--- config.mk ---
export PLATFORM = sky130hd
export DESIGN_NAME = fu_cdb_fifo
export DESIGN_NICKNAME = d
export VERILOG_FILES = /design/src/rtl/rv32i_types.sv /design/src/rtl/ebr_resolve.sv /design/src/rtl/fu_cdb_fifo.sv
export SDC_FILE = /design/constraint.sdc
export NUM_CORES = 1
export LEC_CHECK = 0
export CAP_MARGIN = 10
export CORE_ASPECT_RATIO = 2
export CORE_UTILIZATION = 30
export CTS_CLUSTER_DIAMETER = 120
export DETAILED_ROUTE_END_ITERATION = 7
export PLACE_DENSITY = 0.5
export SLEW_MARGIN = 30
export SYNTH_ARGS = -nofsm -noshare
export SYNTH_HDL_FRONTEND = slang
export SYNTH_SLANG_ARGS = --single-unit
--- constraint.sdc ---
create_clock -name clk -period 2.9 [get_ports clk]
set_clock_uncertainty 0.05 [all_clocks]
set_input_delay 0.58 -clock clk [delete_from_list [all_inputs] [get_ports clk]]
set_output_delay 0.58 -clock clk [all_outputs]
set_load 0.02 [all_outputs]
--- src/rtl/rv32i_types.sv ---
// Shared machine-wide parameters and the common data bus result type used by
// the functional-unit result queues and the CDB arbiter.
package params;
    localparam int EBR_MASK_SIZE = 4;
    localparam int ROB_TAG_W     = 6;
endpackage

package rv32i_types;
    import params::*;

    typedef struct packed {
        logic                     valid;
        logic [EBR_MASK_SIZE-1:0] ebr_mask;
        logic [ROB_TAG_W-1:0]     tag;
        logic [31:0]              data;
    } cdb_t;
endpackage

--- src/rtl/ebr_resolve.sv ---
// Applies one branch resolution broadcast to a single branch-dependency mask:
// clears the resolved branch bit and flags the owner as squashed on a mispredict.
module ebr_resolve
    import params::*;
(
    input  logic                     bra_done,
    input  logic                     bra_mispredict,
    input  logic [EBR_MASK_SIZE-1:0] bra_id,
    input  logic [EBR_MASK_SIZE-1:0] mask_i,
    output logic [EBR_MASK_SIZE-1:0] mask_o,
    output logic                     invalid_o
);
    logic hit;

    assign hit       = |(mask_i & bra_id);
    assign invalid_o = bra_done && bra_mispredict && hit;
    assign mask_o    = bra_done ? (mask_i & ~bra_id) : mask_i;
endmodule

--- src/rtl/fu_cdb_fifo.sv ---
// Per-functional-unit result queue in front of the CDB arbiter. Entries stay
// branch-resolved while queued; squashed entries drain without being presented.
module fu_cdb_fifo
    import params::*;
    import rv32i_types::*;
#(
    parameter int DEPTH = 4
) (
    input  logic                     clk,
    input  logic                     rst,
    input  logic                     fu_valid,
    input  cdb_t                     fu_wdata,
    output logic                     fu_ready,
    output logic                     out_valid,
    output cdb_t                     out_data,
    input  logic                     dequeue,
    input  logic                     bra_done,
    input  logic                     bra_mispredict,
    input  logic [EBR_MASK_SIZE-1:0] bra_id
);
    localparam int PTR_W = $clog2(DEPTH);
    localparam int CNT_W = $clog2(DEPTH + 1);

    cdb_t                     queue_q [DEPTH];
    cdb_t                     queue_d [DEPTH];
    logic [PTR_W-1:0]         head_q, head_d;
    logic [PTR_W-1:0]         tail_q, tail_d;
    logic [CNT_W-1:0]         count_q, count_d;

    logic [EBR_MASK_SIZE-1:0] ent_mask [DEPTH];
    logic                     ent_inv  [DEPTH];
    logic [EBR_MASK_SIZE-1:0] in_mask;
    logic                     in_inv;
    logic                     not_empty;
    logic                     write;
    logic                     pop;

    function automatic logic [PTR_W-1:0] next_ptr(input logic [PTR_W-1:0] p);
        return (p == PTR_W'(DEPTH - 1)) ? '0 : p + 1'b1;
    endfunction

    for (genvar i = 0; i < DEPTH; i++) begin : g_ent_res
        ebr_resolve u_res (
            .bra_done       (bra_done),
            .bra_mispredict (bra_mispredict),
            .bra_id         (bra_id),
            .mask_i         (queue_q[i].ebr_mask),
            .mask_o         (ent_mask[i]),
            .invalid_o      (ent_inv[i])
        );
    end

    ebr_resolve u_in_res (
        .bra_done       (bra_done),
        .bra_mispredict (bra_mispredict),
        .bra_id         (bra_id),
        .mask_i         (fu_wdata.ebr_mask),
        .mask_o         (in_mask),
        .invalid_o      (in_inv)
    );

    // Head is shown unresolved; the arbiter resolves same-cycle branches itself.
    assign not_empty = (count_q != '0);
    assign fu_ready  = (count_q != CNT_W'(DEPTH));
    assign out_data  = queue_q[head_q];
    assign out_valid = not_empty && queue_q[head_q].valid;
    assign write     = fu_valid && fu_ready && fu_wdata.valid && !in_inv;
    assign pop       = (dequeue && out_valid) || (not_empty && !queue_q[head_q].valid);

    always_comb begin
        head_d  = pop   ? next_ptr(head_q) : head_q;
        tail_d  = write ? next_ptr(tail_q) : tail_q;
        count_d = count_q;
        case ({write, pop})
            2'b10:   count_d = count_q + 1'b1;
            2'b01:   count_d = count_q - 1'b1;
            default: count_d = count_q;
        endcase

        for (int i = 0; i < DEPTH; i++) begin
            queue_d[i]          = queue_q[i];
            queue_d[i].ebr_mask = ent_mask[i];
            queue_d[i].valid    = queue_q[i].valid && !ent_inv[i];
            if (pop && (head_q == PTR_W'(i))) begin
                queue_d[i].valid = 1'b0;
            end
            // Write and pop never share a slot: that needs count 0 or count DEPTH.
            if (write && (tail_q == PTR_W'(i))) begin
                queue_d[i]          = fu_wdata;
                queue_d[i].ebr_mask = in_mask;
                queue_d[i].valid    = 1'b1;
            end
        end
    end

    always_ff @(posedge clk) begin
        if (rst) begin
            head_q  <= '0;
            tail_q  <= '0;
            count_q <= '0;
            for (int i = 0; i < DEPTH; i++) begin
                queue_q[i] <= '0;
            end
        end else begin
            head_q  <= head_d;
            tail_q  <= tail_d;
            count_q <= count_d;
            for (int i = 0; i < DEPTH; i++) begin
                queue_q[i] <= queue_d[i];
            end
        end
    end
endmodule

== After elaboration in Yosys (flattened, before gate mapping) ==
Memories as Yosys holds them, arrays and structs flattened. A register that Yosys moved wholly into a read port is not among the register bits.
Index checks and enable logic that the tools add are counted.
Operators by class
  equality and inequality tests: 9
  mux-type cells: 25
  bitwise operators: 15
  reductions and logical operators: 40
  add/subtract/negate cells: 4
Operator list (number)
  43-bit two-way mux: 8
  4-bit AND: 10
  1-bit logical AND: 24
  4-bit two-way mux: 5
  4-bit OR reduction: 5
  2-bit equality test (second input constant): 5
  2-bit two-way mux: 4
  1-bit two-way mux: 7
  2-bit by 1-bit equality test with 1-bit output (second input constant): 3
  1-bit zero test: 6
  3-bit case mux with 2 select lines: 1
  2-bit by 1-bit adder with 2-bit output (second input constant): 2
  2-bit zero test: 2
  4-bit NOT: 1
  1-bit OR: 4
  3-bit by 1-bit adder with 3-bit output (second input constant): 1
  3-bit inequality test (second input constant): 1
  3-bit nonzero test: 1
  3-bit by 1-bit subtractor with 3-bit output (second input constant): 1
  2-bit nonzero test: 1
  1-bit logical OR: 1
Storage, ports and cells
  input port bits: 53
  logic and storage cells: 97
  bits in registers: 7
  RAM bits: 172
  memories: 1
  output and inout bits: 45
Memories
  queue_q: words 4, width 43, rd ports 5, clocked after memory_dff 1, wr ports 4, line fu_cdb_fifo.sv:24  | cdb_t queue_q [DEPTH];

== Depth between registers and ports, before layout ==
Gate-level depths: netlist of the first run.
  word-level depth: 8
  depth in mapped cells: 10
  gate-level depth less buffers: 9

== Modules after synthesis ==
A second synthesis of the first run with hierarchy kept.
Unflattened totals
  cell total of the unflattened synthesis: 907
  area total of the unflattened synthesis: 8116.5 sq um
Modules (own cells, without submodules)
  fu_cdb_fifo: cells each 867, sequential area each 3623.5 sq um, area an instance 7847.5 sq um, instances 1
  ebr_resolve: cells each 8, sequential area each 0.0 sq um, area an instance 53.8 sq um, instances 5

== Worst setup path before layout of the first run ==
OpenSTA, ideal clock, no wires.
  path type: input to register
  start point: in bra_mispredict
  end point: reg count_q[2]
  data required time: 2780 ps
  setup time: 70 ps
  stages on the path: 9
  data arrival time: 2217 ps
  slack: 564 ps
  path buffers: 0
  cell sequence: nand2_1 -> a21o_1 -> nand4_1 -> ha_1 -> inv_1 -> fa_1 -> xor2_1 -> or3_1 -> a21oi_1
Between the ends
  longest elaborated chain between the ends: 6
  elaborated cells between the ends (all ways): 8
  those cells by class: eq/ne (2); mux (1); reduce/logical (5)
RTL lines
  start: declaration: line fu_cdb_fifo.sv:18  | input logic bra_mispredict,
  1-bit logical AND (*) (2 in a row): line ebr_resolve.sv:16  | assign invalid_o = bra_done && bra_mispredict && hit;
  1-bit zero test (*): line fu_cdb_fifo.sv:67  | assign write = fu_valid && fu_ready && fu_wdata.valid && !in_inv;
  1-bit logical AND (*): line fu_cdb_fifo.sv:67
  2-bit by 1-bit equality test with 1-bit output / 2-bit equality test (equally long branches): line fu_cdb_fifo.sv:74  | case ({write, pop})
  3-bit case mux with 2 select lines / 2-bit nonzero test (equally long branches)
  end signal: assignment: line fu_cdb_fifo.sv:107  | count_q <= count_d;
  end: declaration: line fu_cdb_fifo.sv:28  | logic [CNT_W-1:0] count_q, count_d;
Mark *: on every way between the ends. The rest lies on a longest branch, timed or not.
A chain may end at the register's enable or synchronous reset.

==> results.toml, run 1 <==
[route]
antenna_left = 0
wire_per_inst_um = 18.0
vias_per_cell = 4.92
drt_first_pass_iters = 4
drt_wl_total_um = 23000
drtIter0Drc = 329
drc = 0
via_count = 6305

[sta]
period_needed_ns = 2.81
maxSlewViolCount = 0
final-setup-viol-count = 0
hold_violations = 0
rsz0062_at_grt = "no"
hold_ws_ns = 0.424
max_freq_mhz = 356
slew_headroom_pct = 59.9
worstMarginPinSlew_ns = 0.601
post-route-period-util_pct = 96.9

[yosys]
yosysTopAreaCell = "dfxtp_1"
yosys_warnings = 0
synth_top_cell_area_share_pct = 42.6
async_flop_share_pct = 0
syn_avg_cell_area_um2 = 10.1
synth_area_leaders = "dfxtp_1 (43%), mux4_2 (11%), mux2i_1 (11%)"
ys_top_cells_by_count = "dfxtp_1 (181), o21ai_0 (141), nand2b_1 (119)"
synth_nets = 901
synth_edf_count = 0
synth_cells = 838
synth_cell_types = 34
synth_ff_type = "dfxtp_1"
syn-cell-area_um2 = 8500
ys_seq_area_share_pct = 42.6
ys_seq_elements = 181
yosysMostFrequentCell = "dfxtp_1"

[power]
vdd_drop_max_mv = 0.374
p_leak_nw = 4.44
p_total_mw = 6.76
p_per_area_nw_per_um2 = 637

[worst_setup_path]
required_ns = 2.27
crit_path_start_kind = "register"
arrival_ns = 2.18
critPathMaxFanout = 9
critPathKind = "reg2out"
setup.worst_path.end_class = "primary output"

[finish]
stdcell_area_um2 = 10600
area_growth_pct = 24.8
fin_nets = 979
diodes = 0
stdcell_count = 1281
fillers = 2685
drive_above_1_share_pct = 12.2

[global_route]
grt-ovfl-total = 0
grtUsageMet3_pct = 3.39
track_usage_pct = 16.7
grt_util_met1_pct = 19.2
busiest_layer = "met2"
grt_max_degree = 84
use_met2_pct = 30.0
grt_pass1_wl_um = 36600
grt_pass1_vias = 6510
antenna_found_initial = 0

[clock_tree]
clock_path_buffers = 2
cts_buffers = 17
htreeDepth = 4
clk_pin_slew_ns = 0.07
cts_setup_buffers = 0
clk_latency_ns = 0.44
clk_root_buffer_cell = "clkbuf_16"
cts.sinks = 181
cts_tree = "built"

[die]
die_area_um2 = 29100
ios = 98
core_region_area_um2 = 27700
rows = 86
die_w_um = 121
start_util_pct = 30.8
die_y_um = 240

[outcome]
status = "finished, final reports clean"

[placed_design]
dp_cells = 1249
numPortBuffers = 97
post-dp-hpwl_um = 13900
place.gp.congestion = 0.717
postPlaceCellArea_um2 = 9950

[min_path]
hp-class = "reg2reg"

[flow_run]
cap_violations = 0
[power breakdown]
part / internal [mW] / switching, mW
registers: 2.60 / 0.0825
clock network: 1.48 / 0.987
logic: 0.763 / 0.849
total: 4.85 / 1.92
[worst max-delay path, stage by stage, from the launching register on]
cell	delay (ns)
dfxtp_4	0.42
buf_6	0.21
mux4_2	0.55
clkdlybuf4s50_1	0.56
[kinds of logic (layout without fill, tap and decap cells)]
group | Yosys count | after routing | synth area share, %
and+or+nand+nor | 237 | 237 | 16.8
AOI/OAI and AO/OA | 189 | 189 | 11.7
xor gates and xnor gates | 2 | 2 | 0.206
buffers and inverters | 81 | 172 | 4.58
adders and majority gates | 10 | 10 | 1.56
DFF | 181 | 181 | 42.6
muxes | 138 | 138 | 22.5
[final timing paths]
kind                            endpoint                         from  slack [ns]  cells past startpoint
min          queue_q[3][25]$_SDFFE_PP0P_  queue_q[3][25]$_SDFFE_PP0P_        0.42                      2
max reg2reg      count_q[2]$_SDFFE_PP0P_      count_q[1]$_SDFFE_PP0P_        0.47                      8
max                         out_data[31]                     register        0.09                      3
min reg2reg  queue_q[3][25]$_SDFFE_PP0P_  queue_q[3][25]$_SDFFE_PP0P_        0.42                      2
[repair_timing]
item,CTS,global route
resized for setup,4,16
setup endpoints to repair,9,19
hold buffers,0,0
[layer usage]
metal | wire, µm | share of wire, %
met2 | 12200 | 53
met3 | 801 | 3.5
met5 | 0 | 0
met1 | 9500 | 41
met4 | 514 | 2.2
[placed cells by master, fill, tap and decap left out, types with 11 or more instances in the layout]
cell,n
clkbuf_16,17
nor2b_1,76
o21ai_1,15
a21oi_1,13
inv_1,11
dlymetal6s2s_1,14
nand2b_1,117
mux2i_1,94
clkdlybuf4s50_1,79
o21ai_0,141
mux4_2,42
dfxtp_1,179
buf_4,22
nand2_1,21
[layout make-up]
cell class | count | area, µm² | area share, %
clock inverters | 9 | 150 | 1.41
well taps | 352 | 440 | 4.15
clock buffers | 23 | 468 | 4.41
inverters | 11 | 41.3 | 0.389
repair buffers | 129 | 1350 | 12.7
multi-input cells | 576 | 4530 | 42.7
flip-flops and latches | 181 | 3630 | 34.2
[state kept, by name, indices dropped and copies added (netlist names), named ones only]
name     flops
count_q      3
head_q       2
queue_q    172
tail_q       2
[metrics by stage]
stage                     util [%]  worst slack, ns   TNS, ns
final                         38.4           0.0892         0
after global placement        36.0           0.0278         0
after global routing          38.4         0.000334         0
after detailed placement      36.0         -0.00835  -0.00835
after floorplan                  -            0.564         0
after CTS                     38.2          0.00453         0
Note: power is estimated with default switching activity, not from simulation.
==> run 2, diff against run 1 <==
--- a/config.mk
+++ b/config.mk
@@ -10,7 +10,7 @@
 export CORE_UTILIZATION = 30
 export CTS_CLUSTER_DIAMETER = 120
 export DETAILED_ROUTE_END_ITERATION = 7
-export PLACE_DENSITY = 0.5
+export PLACE_DENSITY_LB_ADDON = 0.25
 export SLEW_MARGIN = 30
 export SYNTH_ARGS = -nofsm -noshare
 export SYNTH_HDL_FRONTEND = slang
==> results.toml, run 2 (synthesized netlist as in run 1, its figures left out) <==
[route]
wire_per_inst_um = 17.7
drtIter0Drc = 360
vias_per_cell = 4.96
drt_first_pass_iters = 4
antenna_left = 0
via_count = 6331
drt_wl_total_um = 22600
drc = 0

[clock_tree]
cts_setup_buffers = 0
clk_latency_ns = 0.44
holdBufCountCts = 0
cts.sinks = 181
clock_path_buffers = 2
cts_tree = "built"
clk_root_buffer_cell = "clkbuf_16"
cts_buffers = 17
htreeDepth = 4
clk_pin_slew_ns = 0.06

[power]
vdd_drop_max_mv = 0.538
p_per_area_nw_per_um2 = 628
p_leak_nw = 4.35
p_total_mw = 6.63

[worst_setup_path]
rr_endpoint = "count_q[2]$_SDFFE_PP0P_"
regToRegSetupSlack_ns = 0.47
critPathMaxFanout = 13
setup.worst_path.end_class = "primary output"
crit_path_start_kind = "register"
rr_worst_depth = 9
required_ns = 2.27
arrival_ns = 2.18
critPathKind = "reg2out"

[sta]
worstMarginPinSlew_ns = 0.665
post-route-period-util_pct = 96.8
hold_violations = 0
slew_headroom_pct = 55.7
finalWorstSetupSlack_ns = 0.0923
rsz0062_at_grt = "no"
period_needed_ns = 2.81
maxSlewViolCount = 0
setup_tns_ns = 0
final-setup-viol-count = 0
max_freq_mhz = 356

[global_route]
grt_pass1_vias = 6517
grt_max_degree = 77
grt_pass1_wl_um = 35900
track_usage_pct = 16.3
antenna_found_initial = 0
grt-ovfl-total = 0

[finish]
area_growth_pct = 24.1
reg_top3 = "queue_q (172), count_q (3)"
fillers = 2756
largest_reg_flops = 172
final_cell_mix = "dfxtp_1 (179), o21ai_0 (141), nand2b_1 (117)"
final_core_util_pct = 38.2
layout_commonest_cell = "dfxtp_1"
stdcell_area_um2 = 10600
fin_nets = 976
regMostFlops = "queue_q"
diodes = 0
drive_above_1_share_pct = 12.2

[die]
core_region_area_um2 = 27700
die_area_um2 = 29100
rows = 86
start_util_pct = 30.8
die_w_um = 121
die_y_um = 240
ios = 98

[min_path]
hp-class = "reg2reg"
hold_start = "queue_q[3][11]$_SDFFE_PP0P_"
whs_path_depth = 2
min_to = "queue_q[3][11]$_SDFFE_PP0P_"

[placed_design]
postPlaceCellArea_um2 = 9920
place.gp.congestion = 0.752
numPortBuffers = 97
dp_slack_ns = 0.0150
post-dp-hpwl_um = 13800

[outcome]
status = "finished, final reports clean"

[flow_run]
cap_violations = 0
[run 2: cell types whose count changed in the layout (fill, tap and decap cells not counted), sizes merged]
cell,delta
buf,-4
bufinv,-2
clkbuf,-3
clkdlybuf4s50,-1
clkinvlp,+4
dlygate4sd2,+5
dlymetal6s2s,-4
inv,+1
[run 2: repair_timing]
| item | CTS | global route |
|---|---|---|
| setup endpoints to repair | 13 | 18 |
| resized for setup | 10 | 10 |
| cloned | 0 | 1 |
[run 2: worst max path at each step]
stage	depth (start not counted)	endpoint	startpoint
3_5_place_dp	10	count_q[2]$_SDFFE_PP0P_	fu_wdata[41]
6_report	3	out_data[27]	register
4_1_cts	3	out_data[22]	register
5_1_grt	3	out_data[13]	register
3_3_place_gp	10	count_q[2]$_SDFFE_PP0P_	fu_wdata[41]
2_1_floorplan	9	count_q[2]$_SDFFE_PP0P_	bra_mispredict
[run 2: routing by layer]
layer  up-vias  routed length, µm  global-route usage, %
met5         -                  0                      0
met1      3099               9190                   18.6
li1       3075                  -                      -
met4         0                493                   6.43
met2       127              12100                   29.2
met3        30                791                   3.49
[run 2: stage by stage]
stage,cells,hold slack (ns)
after detailed placement,1245,0.415
after floorplan,838,0.398
after global routing,1277,0.442
final,1277,0.424
after CTS,1276,0.427
after global placement,1245,0.407
[run 2: power breakdown]
| group | total [mW] | internal (mW) | switching (mW) | leakage (nW) |
|---|---|---|---|---|
| Clock | 2.32 | 1.31 | 1.01 | 0.269 |
| Sequential | 2.71 | 2.60 | 0.111 | 1.46 |
| Combinational | 1.60 | 0.774 | 0.824 | 2.62 |
| Total | 6.63 | 4.68 | 1.95 | 4.35 |
[run 2: cell type report]
| cell class | instances | area (µm²) | share of cell area, % |
|---|---|---|---|
| Timing Repair Buffer | 126 | 1330 | 12.6 |
| Clock buffer | 19 | 453 | 4.29 |
| Inverter | 11 | 41.3 | 0.391 |
| Sequential cell | 181 | 3630 | 34.4 |
| Multi-Input combinational cell | 576 | 4530 | 42.9 |
| Tap cell | 352 | 440 | 4.17 |
| Clock inverter | 12 | 130 | 1.23 |
[run 2: worst max-delay path, cell delays in order (launching register included)]
cell             delay [ns]
dfxtp_4                0.44
clkbuf_16              0.23
mux4_2                 0.51
clkdlybuf4s50_1        0.55
==> run 3, diff against run 2 <==
==> constraint.sdc (replaced) <==
create_clock -name clk -period 2.3 [get_ports clk]
set_clock_uncertainty 0.05 [all_clocks]
set_input_delay 0.46 -clock clk [delete_from_list [all_inputs] [get_ports clk]]
set_output_delay 0.46 -clock clk [all_outputs]
set_load 0.02 [all_outputs]
==> results.toml, run 3 (synthesized netlist as in run 1, its figures left out) <==
[outcome]
status = "finished, violations left"
violations = "negative setup slack"

[sta]
rsz0062_at_grt = "yes"
maxSlewViolCount = 0
final-setup-viol-count = 34
finalWorstSetupSlack_ns = -0.0742
post-route-period-util_pct = 103
max_freq_mhz = 421
setup_tns_ns = -1.17
period_needed_ns = 2.37
hold_violations = 0
slew_headroom_pct = 72.3
worstMarginPinSlew_ns = 0.416

[worst_setup_path]
required_ns = 1.79
rr_worst_depth = 10
arrival_ns = 1.86
path_cells = "buf_12 -> buf_4 -> mux4_2 -> buf_2"
critPathMaxFanout = 5
cpPeakStageDelay_ns = 0.54
crit_path_end = "out_data[3]"
regToRegSetupSlack_ns = -0.06
critPathKind = "reg2out"
cp_slowest_cell = "mux4_2"
rr_endpoint = "count_q[2]$_SDFFE_PP0P_"
crit_path_start_kind = "register"
setup.worst_path.end_class = "primary output"

[global_route]
grt_pass1_vias = 6751
antenna_found_initial = 0
grt_pass1_wl_um = 37200
grt_max_degree = 99
grt-ovfl-total = 0
track_usage_pct = 17.0

[power]
p_leak_nw = 4.46
vdd_drop_max_mv = 0.595
p_per_area_nw_per_um2 = 817
switching_share_pct = 28.7
p_seq_share_pct = 38.2
p_int_mw = 6.35
p_total_mw = 8.90
p_clk_share_pct = 35.4
switching_power_mw = 2.55
power_frac_comb_pct = 26.5

[placed_design]
place.gp.congestion = 0.791
numPortBuffers = 97
post-dp-hpwl_um = 14600

[die]
die_w_um = 121
die_area_um2 = 29100
start_util_pct = 30.8
core_region_area_um2 = 27700
die_y_um = 240
ios = 98
rows = 86

[min_path]
hp-class = "reg2reg"

[finish]
fin_nets = 1003
final_cell_mix = "dfxtp_1 (179), o21ai_0 (141), nand2b_1 (117)"
drive_above_1_share_pct = 20.1
layout_commonest_cell = "dfxtp_1"
fillers = 2697
diodes = 0
regMostFlops = "queue_q"
area_growth_pct = 28.1
reg_top3 = "queue_q (172), count_q (3)"
largest_reg_flops = 172

[clock_tree]
clock_path_buffers = 2
clk_pin_slew_ns = 0.07
htreeDepth = 4
cts_tree = "built"
clk_root_buffer_cell = "clkbuf_16"
cts_buffers = 17
holdBufCountCts = 0
cts.sinks = 181
clk_latency_ns = 0.44

[route]
drt_wl_total_um = 23300
top_layer = "met4"
drt_first_pass_iters = 4
drc = 0
met3_length_um = 625
wl_met1_um = 9110
drtIter0Drc = 335
antenna_left = 0
route.met2.wl_um = 13200
wire_per_inst_um = 17.8
vias_per_cell = 4.94
via_count = 6449

[flow_run]
cap_violations = 0
==> run 3: worst min path at each step <==
stage / from / end / slack [ns] / cells after the start
after detailed placement: queue_q[0][37]$_SDFFE_PP0P_ / queue_q[0][37]$_SDFFE_PP0P_ / 0.42 / 2
after floorplan: queue_q[1][38]$_SDFFE_PP0P_ / queue_q[1][38]$_SDFFE_PP0P_ / 0.40 / 2
final: queue_q[0][37]$_SDFFE_PP0P_ / queue_q[0][37]$_SDFFE_PP0P_ / 0.42 / 2
after global routing: rst / queue_q[2][17]$_SDFFE_PP0P_ / 0.43 / 4
after global placement: queue_q[3][28]$_SDFFE_PP0P_ / queue_q[3][28]$_SDFFE_PP0P_ / 0.41 / 2
after CTS: rst / queue_q[2][17]$_SDFFE_PP0P_ / 0.39 / 4
==> run 3: metrics by stage <==
stage	hold WS (ns)	util [%]	cell area, µm²	setup WS [ns]	std cells
after floorplan	0.398	-	8500	0.0152	838
after global placement	0.407	36.7	10100	-0.421	1262
after detailed placement	0.415	36.7	10100	-0.446	1262
after CTS	0.394	39.5	10900	-0.153	1305
after global routing	0.434	39.4	10900	-0.155	1305
final	0.423	39.4	10900	-0.0742	1305
==> run 3: repair_timing <==
item / CTS / global route
setup endpoints to repair: 46 / 44
cloned: 3 / 0
pin swaps: 4 / 0
setup buffers: 8 / 1
resized for setup: 236 / 3
==> run 3: area by class of cell <==
class	count	area, µm²	area share (%)
clock buffers	20	457	4.19
clock inverters	12	178	1.63
inverters	11	41.3	0.379
multi-input cells	576	4560	41.9
flip-flops and latches	181	3630	33.3
well taps	352	440	4.04
repair buffers	153	1580	14.5
==> run 3: layer usage <==
| metal | global-route usage, % | up-vias |
|---|---|---|
| li1 | - | 3128 |
| met1 | 18.4 | 3189 |
| met2 | 31.9 | 107 |
| met3 | 3.11 | 25 |
| met4 | 6.62 | 0 |
| met5 | 0 | - |
==> run 3: power groups by stage <==
stage	Combinational (mW)	Clock, mW	Sequential, mW
floorplan	1.30	0	3.40
global placement	2.11	0	3.48
detailed placement	2.11	0	3.49
CTS	2.43	3.25	3.40
global route	2.53	3.36	3.42
finish	2.35	3.15	3.40
==> run 3: worst max-delay path: cells and delay by family, from the launching register on <==
family	cells	cell delay (ns)
flops	1	0.39
mux	1	0.54
buf+inv	3	0.49
